## src/rtl/cmos_rc_pkg.sv

```systemverilog
// Shared types, default parameters and the saturating integrator step
// for the RC-input Schmitt conditioning block.
package cmos_rc_pkg;

  typedef enum logic {RC_LOW, RC_HIGH} rc_state_t;

  localparam int unsigned DEF_CHANNELS       = 6;
  localparam int unsigned DEF_CNT_W          = 8;
  localparam int unsigned DEF_CHARGE_STEP    = 16;
  localparam int unsigned DEF_DISCHARGE_STEP = 16;
  localparam int unsigned DEF_VTH_HI         = 192;
  localparam int unsigned DEF_VTH_LO         = 64;

  // Charge (dir=1) or discharge (dir=0) by step, clamped to [0, acc_max].
  function automatic int unsigned sat_step(input int unsigned acc,
                                           input int unsigned step,
                                           input logic        dir,
                                           input int unsigned acc_max);
    int unsigned sum;
    if (dir) begin
      sum = acc + step;
      return (sum > acc_max) ? acc_max : sum;
    end
    return (acc > step) ? acc - step : 0;
  endfunction

endpackage

```

## src/rtl/rc_schmitt_channel.sv

```systemverilog
// One RC integrator channel: saturating accumulator, two-state Schmitt
// hysteresis and registered rise/fall strobes.
module rc_schmitt_channel
  import cmos_rc_pkg::*;
#(
  parameter int unsigned CNT_W          = DEF_CNT_W,
  parameter int unsigned CHARGE_STEP    = DEF_CHARGE_STEP,
  parameter int unsigned DISCHARGE_STEP = DEF_DISCHARGE_STEP,
  parameter int unsigned VTH_HI         = DEF_VTH_HI,
  parameter int unsigned VTH_LO         = DEF_VTH_LO,
  parameter bit          INIT_HIGH      = 1'b0
) (
  input  logic             clk,
  input  logic             reset,
  input  logic             cen,
  input  logic             raw,
  output logic             clean,
  output logic             rise,
  output logic             fall,
  output logic [CNT_W-1:0] acc
);

  localparam int unsigned      ACC_MAX  = (1 << CNT_W) - 1;
  localparam logic [CNT_W-1:0] TH_HI    = CNT_W'(VTH_HI);
  localparam logic [CNT_W-1:0] TH_LO    = CNT_W'(VTH_LO);
  localparam logic [CNT_W-1:0] ACC_INIT = INIT_HIGH ? '1 : '0;
  localparam rc_state_t        ST_INIT  = INIT_HIGH ? RC_HIGH : RC_LOW;

  rc_state_t        state, state_next;
  logic [CNT_W-1:0] acc_next;
  logic             rise_next, fall_next;

  // NOTE: every output of this block gets a default first, so no path
  // leaves a variable unassigned and no latch can be inferred.
  always_comb begin
    acc_next   = acc;
    state_next = state;
    rise_next  = 1'b0;
    fall_next  = 1'b0;
    if (cen) begin
      acc_next = CNT_W'(sat_step(32'(acc), raw ? CHARGE_STEP : DISCHARGE_STEP,
                                 raw, ACC_MAX));
      // Thresholds look at acc_next so the level moves on the crossing edge.
      unique case (state)
        RC_LOW: if (acc_next >= TH_HI) begin
          state_next = RC_HIGH;
          rise_next  = 1'b1;
        end
        RC_HIGH: if (acc_next <= TH_LO) begin
          state_next = RC_LOW;
          fall_next  = 1'b1;
        end
        default: state_next = RC_LOW;
      endcase
    end
  end

  // NOTE: state registers use non-blocking assignments so every flop
  // samples the pre-edge values, independent of statement order.
  always_ff @(posedge clk) begin
    if (reset) begin
      acc   <= ACC_INIT;
      state <= ST_INIT;
      rise  <= 1'b0;
      fall  <= 1'b0;
    end else begin
      acc   <= acc_next;
      state <= state_next;
      rise  <= rise_next;
      fall  <= fall_next;
    end
  end

  assign clean = (state == RC_HIGH);

endmodule

```

## src/rtl/cmos_4584_rc_input.sv

```systemverilog
// Bank of independent RC/Schmitt input conditioners feeding the hex
// inverter stage; channel 0's accumulator is exposed for debug.
module cmos_4584_rc_input
  import cmos_rc_pkg::*;
#(
  parameter int unsigned CHANNELS       = DEF_CHANNELS,
  parameter int unsigned CNT_W          = DEF_CNT_W,
  parameter int unsigned CHARGE_STEP    = DEF_CHARGE_STEP,
  parameter int unsigned DISCHARGE_STEP = DEF_DISCHARGE_STEP,
  parameter int unsigned VTH_HI         = DEF_VTH_HI,
  parameter int unsigned VTH_LO         = DEF_VTH_LO,
  parameter bit          INIT_HIGH      = 1'b0
) (
  input  logic                clk,
  input  logic                reset,
  input  logic                cen,
  input  logic [CHANNELS-1:0] raw_in,
  output logic [CHANNELS-1:0] clean_out,
  output logic [CHANNELS-1:0] rise,
  output logic [CHANNELS-1:0] fall,
  output logic [CNT_W-1:0]    acc0_dbg
);

  localparam int unsigned ACC_MAX = (1 << CNT_W) - 1;

  if (VTH_LO >= VTH_HI) begin : g_err_thresh_order
    $error("cmos_4584_rc_input: VTH_LO must be below VTH_HI");
  end
  if (VTH_HI > ACC_MAX) begin : g_err_thresh_range
    $error("cmos_4584_rc_input: VTH_HI exceeds accumulator full scale");
  end
  if (CHARGE_STEP == 0 || CHARGE_STEP > ACC_MAX ||
      DISCHARGE_STEP == 0 || DISCHARGE_STEP > ACC_MAX) begin : g_err_step
    $error("cmos_4584_rc_input: steps must be in 1..ACC_MAX");
  end

  logic [CHANNELS-1:0][CNT_W-1:0] acc_all;

  for (genvar n = 0; n < CHANNELS; n++) begin : g_ch
    rc_schmitt_channel #(
      .CNT_W          (CNT_W),
      .CHARGE_STEP    (CHARGE_STEP),
      .DISCHARGE_STEP (DISCHARGE_STEP),
      .VTH_HI         (VTH_HI),
      .VTH_LO         (VTH_LO),
      .INIT_HIGH      (INIT_HIGH)
    ) u_ch (
      .clk   (clk),
      .reset (reset),
      .cen   (cen),
      .raw   (raw_in[n]),
      .clean (clean_out[n]),
      .rise  (rise[n]),
      .fall  (fall[n]),
      .acc   (acc_all[n])
    );
  end

  assign acc0_dbg = acc_all[0];

  // Only channel 0's accumulator leaves the block; the rest are internal.
  logic unused_acc;
  assign unused_acc = ^acc_all;

endmodule
```

## config.mk

```make
export PLATFORM = sky130hd
export DESIGN_NAME = cmos_4584_rc_input
export DESIGN_NICKNAME = d
export VERILOG_FILES = /design/src/rtl/cmos_rc_pkg.sv /design/src/rtl/rc_schmitt_channel.sv /design/src/rtl/cmos_4584_rc_input.sv
export SDC_FILE = /design/constraint.sdc
export NUM_CORES = 1
export LEC_CHECK = 0
export ABC_AREA = 0
export BUFFER_PORTS_ARGS = -buffer_cell sky130_fd_sc_hd__buf_2
export CAP_MARGIN = 20
export CORE_MARGIN = 2
export CORE_UTILIZATION = 42
export DETAILED_ROUTE_END_ITERATION = 10
export GPL_TIMING_DRIVEN = 1
export HOLD_SLACK_MARGIN = 0.08
export MAX_ROUTING_LAYER = met4
export PLACE_DENSITY = 0.69
export SLEW_MARGIN = 20
export SYNTH_ARGS = -nofsm -noshare
export SYNTH_HDL_FRONTEND = slang
export SYNTH_HIERARCHICAL = 1
export SYNTH_SLANG_ARGS = --single-unit
```

## constraint.sdc

```tcl
create_clock -name clk -period 5.3 [get_ports clk]
set_input_delay 0.265 -clock clk [delete_from_list [all_inputs] [get_ports clk]]
set_output_delay 0.265 -clock clk [all_outputs]
set_load 0.01 [all_outputs]
```

==> results.yml, run 1 <==
synthesis:
  syn_area_per_cell_um2: 8.833
  synth_top_area_share_pct: 29.68
  synth_area_leader_cell: "dfxtp_1"
  ys_ff_latch: 66
  synth.distinct_cells: 34
  synth_nets: 537
  syn-cell-area_um2: 4452
  ys_warn_count: 6
  synthCells: 504
  synth_area_leaders: "dfxtp_1 (30%), ha_1 (6.7%), a21oi_1 (6.1%)"
  ys_seq_area_share_pct: 29.68
global_route:
  grt_pass1_wl_um: 16310
  grt_usage_pct: 17.84
  grt_pass1_vias: 3542
  grt_max_degree: 61
  antenna_found_initial: 0
  grt-ovfl-total: 0
routing:
  vias: 3689
  ant_nets: 0
  drt-initial-drc-count: 196
  wl_met3_um: 323
  met2_length_um: 4826
  drcViolationCount: 0
  highest_layer: "met4"
  post_drt_via_cell_ratio: 5.573
  wire_per_inst_um: 14.56
  firstDrtPassIters: 4
  met1Wirelength_um: 4412
  drt_wl_total_um: 9642
power_and_ir_drop:
  total_power_mw: 1.291
  vdd_drop_max_mv: 0.1505
  power.density_nw_per_um2: 270.3
  leakagePower_nw: 1.885
timing:
  worst-slew-pin-transition_ns: 0.9466
  finalCritPeriodShare_pct: 40.29
  holdWs_ns: 0.4108
  maxSlewViolCount: 0
  slew_headroom_pct: 36.89
  fmax_mhz: 468.3
  setup_tns_ns: 0
  setup_viol: 0
  fin_crit_ns: 2.135
  rsz0062_at_grt: "false"
  finalHoldViolCount: 0
  finClkSkew_ns: 0.01010
  fin_ws_ns: 3.165
placement:
  hpwl_um: 6693
  placed_cells: 646
  place_area_um2: 4559
  gp_congestion: 0.9029
  detailedPlace.worstSlack_ns: 3.184
  port_buffers: 34
critical_path:
  cp-start-kind: "register"
  end_kind: "register"
  worstPathRequired_ns: 5.52
  path_max_fanout: 10
  arrival_ns: 2.36
  worstSetupPathType: "reg -> reg"
  reg2regPathDepth: 7
cells_and_area:
  drive_gt1_share_pct: 25.67
  n_antenna_cell: 0
  stdcell_count: 662
  fin_util_pct: 46.29
  area_growth_pct: 7.336
  final_nets: 554
  fin_area_um2: 4778
floorplanning:
  initial_core_util_pct: 43.12
  die_area_um2: 11440
  die-height_um: 107.0
  core_region_area_um2: 10320
  ios: 35
  fp.dieW_um: 107.0
  placementRows: 37
min_path:
  holdPathStages: 3
  hold_class: "in -> reg"
clock_tree:
  clock-sinks: 66
  clk_latency_ns: 0.34
  htreeDepth: 3
  cts_buffers: 9
  clk_pin_slew_ns: 0.08
  cts_resized: 0
  root_buffer: "clkbuf_8"
  hold_buffers: 0
  cts_buffer_depth: 2
  postCtsSetupRepairBufs: 0
  cts_tree: "yes"
status:
  status: "finished, final reports clean"
flow_run:
  drv_cap: 0
cell type report:
| class | instances | area, um2 |
|---|---|---|
| fillers | 991 | 5545 |
| flip-flops and latches | 66 | 1321 |
| inverters | 24 | 90.09 |
| clock inverters | 5 | 77.57 |
| well taps | 136 | 170.2 |
| clock buffers | 11 | 141.4 |
| multi-input cells | 384 | 2793 |
| repair buffers | 36 | 185.2 |
cells by family after synthesis:
| group | Yosys count | synth area share (%) |
|---|---|---|
| and+or+nand+nor | 228 | 34.06 |
| AOI/OAI and AO/OA | 120 | 19.56 |
| DFF | 66 | 29.68 |
| buffers and inverters | 54 | 7.588 |
| adders and majority gates | 24 | 6.745 |
| xor gates and xnor gates | 12 | 2.361 |
path summary, 6_finish.rpt:
| kind | start | end | slack (ns) |
|---|---|---|---|
| max | g_ch[0].u_ch/acc[4]$_SDFFE_PP0P_ | g_ch[0].u_ch/clean$_SDFFE_PP0P_ | 3.16 |
| min | raw_in[1] | g_ch[1].u_ch/acc[5]$_SDFFE_PP0P_ | 0.41 |
| max reg2reg | g_ch[0].u_ch/acc[4]$_SDFFE_PP0P_ | g_ch[0].u_ch/clean$_SDFFE_PP0P_ | 3.16 |
| min reg2reg | g_ch[5].u_ch/acc[2]$_SDFFE_PP0P_ | g_ch[5].u_ch/acc[2]$_SDFFE_PP0P_ | 0.49 |
per-layer routing:
| layer | track usage, % | up-vias |
|---|---|---|
| li1 | - | 1843 |
| met1 | 21.15 | 1772 |
| met4 | 4.267 | 0 |
| met3 | 3.951 | 9 |
| met2 | 30.89 | 65 |
| met5 | - | - |
synthesized netlist by cell type:
master and instances:
dfxtp_1 66, a21oi_1 54, nand2_1 48, nor2_1 48, a211oi_1 24, ha_1 24
inv_1 24, buf_6 18, nor3_1 18, clkbuf_1 12, nand3b_1 12, nor3_2 12
nor4_2 12, xnor2_1 12, a211o_2 6, a21o_2 6, a22o_4 6, a31oi_1 6
and2_1 6, and3_1 6, and4_4 6, and4b_2 6, nand2b_1 6, nand3_1 6
nand4b_1 6, nor3b_1 6, nor3b_2 6, nor4_4 6, o2bb2ai_1 6, o31a_1 6
o31a_2 6, or2_2 6, or2b_2 6, or3_1 6
cells in the final DEF, fill, tap and decap left out, types with 10 or more instances in the layout:
cell type	netlist	layout
nor3_2	12	12
dfxtp_1	66	66
nand3b_1	12	12
inv_1	24	24
buf_2	0	34
nor2_1	48	48
nor3_1	18	18
xnor2_1	12	12
ha_1	24	24
a211oi_1	24	24
nand2_1	48	48
nor4_2	12	12
clkbuf_8	0	10
a21oi_1	54	54
registers in the layout (all words and copies together), names as in the netlist:
signal           flops
g_ch.u_ch/acc       48
g_ch.u_ch/clean      6
g_ch.u_ch/fall       6
g_ch.u_ch/rise       6
report_power, final:
part | switching, mW | internal [mW] | total, mW
registers | 0.0402 | 0.513 | 0.554
logic | 0.145 | 0.120 | 0.264
clock network | 0.197 | 0.276 | 0.474
critical path: stages (launching register included):
cell and delay, ns:
dfxtp_1 0.50, inv_1 0.14, ha_1 0.35, nand4b_1 0.11, nor4_2 0.06, nor4_4 0.38
nor3_2 0.10, or3_1 0.38
Power figures use the tool's default switching activity.
==> run 2: changes to the inputs <==
PLACE_DENSITY = 0.71   (was 0.69)
clock period = 1.8 ns   (was 5.3 ns; I/O delays follow)
==> results.yml, run 2 (same netlist as run 1, synthesis figures left out) <==
clock_tree:
  hold_buffers: 0
  clk_pin_slew_ns: 0.07
  root_buffer: "clkbuf_8"
  cts_buffer_depth: 2
  cts_tree: "yes"
  htreeDepth: 3
  clock-sinks: 66
  clk_latency_ns: 0.33
  cts_buffers: 9
routing:
  wire_per_inst_um: 15.20
  vias: 3936
  ant_nets: 0
  drt_wl_total_um: 10930
  firstDrtPassIters: 5
  post_drt_via_cell_ratio: 5.474
  drcViolationCount: 0
  drt-initial-drc-count: 257
power_and_ir_drop:
  power.density_nw_per_um2: 688.7
  leakagePower_nw: 2.284
  vdd_drop_max_mv: 0.4868
min_path:
  hold_end: "g_ch[4].u_ch/acc[4]$_SDFFE_PP0P_"
  holdPathStages: 2
  hp-start: "cen"
  hold_class: "in -> reg"
floorplanning:
  placementRows: 37
  ios: 35
  fp.dieW_um: 107.0
  core_region_area_um2: 10320
  die-height_um: 107.0
  initial_core_util_pct: 43.12
  die_area_um2: 11440
critical_path:
  path_max_fanout: 4
  reg2regPathDepth: 7
  r2r-end: "g_ch[1].u_ch/clean$_SDFFE_PP0P_"
  worstPathRequired_ns: 2.02
  cp-start-kind: "register"
  startpoint: "g_ch[1].u_ch/acc[4]$_SDFFE_PP0P_"
  reg2reg_from: "g_ch[1].u_ch/acc[4]$_SDFFE_PP0P_"
  rrSetupSlack_ns: -0.03
  end_kind: "register"
  path_cells: "buf_6 -> ha_4 -> and4b_2 -> a211o_2 -> o31a_1 -> a21oi_2 -> or3_1"
  critPathSlowestCell: "dfxtp_4"
  arrival_ns: 2.05
  cpPeakStageDelay_ns: 0.36
  worstSetupPathType: "reg -> reg"
status:
  violations: "negative setup slack"
  status: "complete, but fails checks"
timing:
  maxSlewViolCount: 0
  fin_ws_ns: -0.03126
  fin_crit_ns: 1.831
  finalCritPeriodShare_pct: 101.7
  slew_headroom_pct: 68.46
  worst-slew-pin-transition_ns: 0.4730
  fmax_mhz: 546.1
  holdWs_ns: 0.1450
  setup_tns_ns: -0.05168
  finClkSkew_ns: 0.005346
  rsz0062_at_grt: "true"
  setup_viol: 2
  finalHoldViolCount: 0
global_route:
  antenna_found_initial: 0
  grt_max_degree: 60
  grt_usage_pct: 18.84
  grt_pass1_wl_um: 17150
  grt_pass1_vias: 3713
  grt-ovfl-total: 0
cells_and_area:
  layout_commonest_cell: "buf_4"
  n_antenna_cell: 0
  fin_util_pct: 55.62
  register_area_um2: 1374
  fillers: 909
  final_nets: 612
  largest_reg_flops: 48
  top_register: "g_ch.u_ch/acc"
  area_growth_pct: 28.98
  drive_gt1_share_pct: 47.17
  stdcell_count: 719
  layout_common_cells: "buf_4 (51), nor2_1 (48), dfxtp_1 (48)"
  multi_input_area_um2: 3243
placement:
  detailedPlace.worstSlack_ns: -0.09064
  port_buffers: 34
  gp_congestion: 0.8700
  hpwl_um: 7169
  placed_cells: 689
flow_run:
  drv_cap: 0
==> run 2: worst max-delay path, delay by kind of cell (launching register included) <==
kind | cells | cell delay [ns]
AND/OR/NAND/NOR | 2 | 0.63
adder cells (fa/ha/maj) | 1 | 0.18
AO/OA/AOI/OAI | 3 | 0.43
buffers and inverters | 1 | 0.13
flip-flops | 1 | 0.36
==> run 2: cell type report <==
type	count	share of cell area [%]
Tap cell	136	2.964
Clock inverter	4	0.4794
Sequential cell	66	23.93
Inverter	24	1.961
Timing Repair Buffer	94	11.55
Clock buffer	11	2.637
Multi-Input combinational cell	384	56.48
==> run 2: what timing repair did <==
item,4_1_cts,5_1_grt
endpoints found under the setup margin,16,40
resized for setup,39,94
gates cloned,0,0
pin swaps,12,44
buffers inserted,7,8
==> run 2: power breakdown <==
part | internal (mW) | switching [mW]
Sequential | 1.52 | 0.123
Clock | 0.564 | 0.560
Combinational | 0.622 | 0.569
Total | 2.70 | 1.25
==> run 2: layer usage <==
| metal | global-route usage, % | part of all wire (%) |
|---|---|---|
| met1 | 22.45 | 44 |
| met2 | 31.48 | 51 |
| met3 | 4.924 | 3.8 |
| met4 | 5.380 | 1.2 |
| met5 | - | 0 |
==> run 2: stage by stage <==
step	power [mW]	cell area, um2
after global routing	4.174	5742
after floorplan	2.315	4461
after global placement	2.547	4903
after CTS	3.796	5286
after detailed placement	2.573	4903
final	3.954	5742
==> run 2: worst max path at each step <==
stage | cells past startpoint | end
after floorplan | 7 | g_ch[0].u_ch/clean$_SDFFE_PP0P_
after detailed placement | 7 | g_ch[5].u_ch/clean$_SDFFE_PP0P_
after global placement | 7 | g_ch[2].u_ch/clean$_SDFFE_PP0P_
final | 7 | g_ch[1].u_ch/clean$_SDFFE_PP0P_
after CTS | 7 | g_ch[5].u_ch/clean$_SDFFE_PP0P_
after global routing | 7 | g_ch[1].u_ch/clean$_SDFFE_PP0P_
==> run 3: changes to the inputs <==
PLACE_DENSITY = 0.72   (was 0.71)
SYNTH_HIERARCHICAL = default   (was 1)
==> results.yml, run 3 <==
synthesis:
  synth_area_leaders: "dfxtp_1 (32%), ha_1 (7.4%), a21oi_1 (5.2%)"
  synth_area_leader_cell: "dfxtp_1"
  synth.distinct_cells: 68
  synthCells: 487
  synth_nets: 520
  synth_most_common_cell: "dfxtp_1"
  ys_ff_latch: 66
  synth_top_flop_cell: "dfxtp_1"
  ys_seq_area_share_pct: 32.48
  synth_commonest_cells: "dfxtp_1 (66), a21oi_1 (42), nand2_1 (39)"
  synth_edf_count: 0
  synth_top_area_share_pct: 32.48
  syn_area_per_cell_um2: 8.352
  ys_warn_count: 0
  syn-cell-area_um2: 4068
  async_reset_ff_share_pct: 0
global_route:
  grt_pass1_vias: 3704
  grt-ovfl-total: 0
  grt_max_degree: 28
  grt_usage_pct: 20.88
  grt_pass1_wl_um: 16930
  antenna_found_initial: 0
timing:
  fin_ws_ns: -0.1821
  maxSlewViolCount: 0
  rsz0062_at_grt: "true"
  finClkSkew_ns: 0.01001
  finalHoldViolCount: 0
  slew_headroom_pct: 69.04
  fin_crit_ns: 1.982
  setup_viol: 13
  fmax_mhz: 504.5
  worst-slew-pin-transition_ns: 0.4527
  finalCritPeriodShare_pct: 110.1
cells_and_area:
  layout_commonest_cell: "buf_4"
  n_antenna_cell: 0
  top_register: "g_ch.u_ch.acc"
  layout_common_cells: "buf_4 (78), dfxtp_1 (53), nand2_1 (37)"
  fin_area_um2: 5562
  drive_gt1_share_pct: 45.44
  largest_reg_flops: 48
  stdcell_count: 699
  fin_util_pct: 59.62
  final_nets: 598
  area_growth_pct: 36.73
floorplanning:
  fp.dieW_um: 102.4
  die_area_um2: 10490
  initial_core_util_pct: 43.61
  die-height_um: 102.4
  placementRows: 35
  core_region_area_um2: 9328
  ios: 35
critical_path:
  worstPathRequired_ns: 2.06
  end_kind: "register"
  r2r-end: "g_ch[0].u_ch.fall$_SDFF_PP0_"
  rrSetupSlack_ns: -0.18
  reg2reg_from: "g_ch[0].u_ch.acc[0]$_SDFFE_PP0P_"
  cp-start-kind: "register"
  reg2regPathDepth: 5
  arrival_ns: 2.24
  path_max_fanout: 2
  worstSetupPathType: "reg -> reg"
clock_tree:
  cts_buffer_depth: 2
  clk_latency_ns: 0.35
  cts_tree: "yes"
  clock-sinks: 66
  clk_pin_slew_ns: 0.08
  htreeDepth: 3
  cts_buffers: 9
  root_buffer: "clkbuf_8"
status:
  status: "complete, but fails checks"
  violations: "negative setup slack"
flow_run:
  drv_cap: 0
routing:
  drcViolationCount: 0
  wire_per_inst_um: 15.66
  firstDrtPassIters: 5
  ant_nets: 0
  drt_wl_total_um: 10950
  vias: 3882
  drt-initial-drc-count: 213
  post_drt_via_cell_ratio: 5.554
min_path:
  holdPathStages: 3
  hp-start: "cen"
  hold_end: "g_ch[5].u_ch.acc[6]$_SDFFE_PP0P_"
  hold_class: "in -> reg"
power_and_ir_drop:
  leakagePower_nw: 2.186
  vdd_drop_max_mv: 0.3859
  total_power_mw: 3.924
  power.density_nw_per_um2: 705.6
placement:
  detailedPlace.worstSlack_ns: -0.1830
  place_area_um2: 4731
  hpwl_um: 6853
  gp_congestion: 0.8864
  port_buffers: 34
  placed_cells: 669
[run 3: worst max-delay path, cell delays in order, from the launching register on]
cell and delay [ns]:
dfxtp_2 0.32, or4_4 0.55, o21bai_4 0.14, a211oi_2 0.09
or4_4 0.50, a2111oi_4 0.29
[run 3: through the flow]
step | hold WS, ns | setup TNS, ns
3_3_place_gp | 0.4102 | -0.6826
4_1_cts | 0.1672 | -0.3648
3_5_place_dp | 0.4124 | -2.389
6_report | 0.1793 | -0.6550
2_1_floorplan | 0.2820 | -0.1758
5_1_grt | 0.1885 | -2.864
[run 3: cell type report]
cell class	instances	area, um2
Clock buffer	9	123.9
Clock inverter	7	75.07
Fill cell	769	3766
Inverter	25	106.4
Multi-Input combinational cell	343	2870
Sequential cell	66	1363
Tap cell	129	161.4
Timing Repair Buffer	120	862.1
[run 3: worst max path at each step]
| stage | from | to | slack [ns] | depth (start not counted) |
|---|---|---|---|---|
| 6_report | g_ch[0].u_ch.acc[0]$_SDFFE_PP0P_ | g_ch[0].u_ch.fall$_SDFF_PP0_ | -0.18 | 5 |
| 5_1_grt | g_ch[0].u_ch.acc[0]$_SDFFE_PP0P_ | g_ch[0].u_ch.fall$_SDFF_PP0_ | -0.25 | 5 |
| 4_1_cts | g_ch[0].u_ch.acc[0]$_SDFFE_PP0P_ | g_ch[0].u_ch.fall$_SDFF_PP0_ | -0.19 | 5 |
| 3_5_place_dp | g_ch[0].u_ch.acc[0]$_SDFFE_PP0P_ | g_ch[0].u_ch.fall$_SDFF_PP0_ | -0.18 | 5 |
| 3_3_place_gp | g_ch[0].u_ch.acc[0]$_SDFFE_PP0P_ | g_ch[0].u_ch.fall$_SDFF_PP0_ | -0.15 | 5 |
| 2_1_floorplan | g_ch[0].u_ch.acc[0]$_SDFFE_PP0P_ | g_ch[0].u_ch.fall$_SDFF_PP0_ | -0.17 | 5 |
[run 3: logic make-up (layout without fill, tap and decap cells)]
kind of cell / Yosys count / after routing / share of synthesized area [%]
AND/OR/NAND/NOR: 171 / 171 / 22.73
AO/OA/AOI/OAI: 134 / 134 / 23.41
buffers and inverters: 78 / 161 / 10.12
flip-flops: 66 / 66 / 32.48
adder cells (fa/ha/maj): 24 / 24 / 7.382
XOR/XNOR: 7 / 7 / 1.507
multiplexers: 7 / 7 / 2.368
[run 3: power by group]
part	switching, mW	internal [mW]
registers	0.0716	1.51
logic	0.527	0.520
clock network	0.650	0.649
[run 3: timing repair]
action                                  CTS  global route
hold endpoints to repair                  5             0
buffers inserted                          8             7
pin swaps                                29            34
hold buffers                              1             0
endpoints found under the setup margin   45            59
gates resized for setup                  55            63
[run 3: metal layers]
metal | vias up | wire length [um] | part of all wire, % | global-route usage, %
li1 | 1916 | - | - | -
met2 | 89 | 5599 | 51 | 35.68
met5 | - | 0 | 0 | -
met4 | 0 | 138 | 1.3 | 7.077
met1 | 1862 | 4784 | 44 | 24.14
met3 | 15 | 427 | 3.9 | 4.720
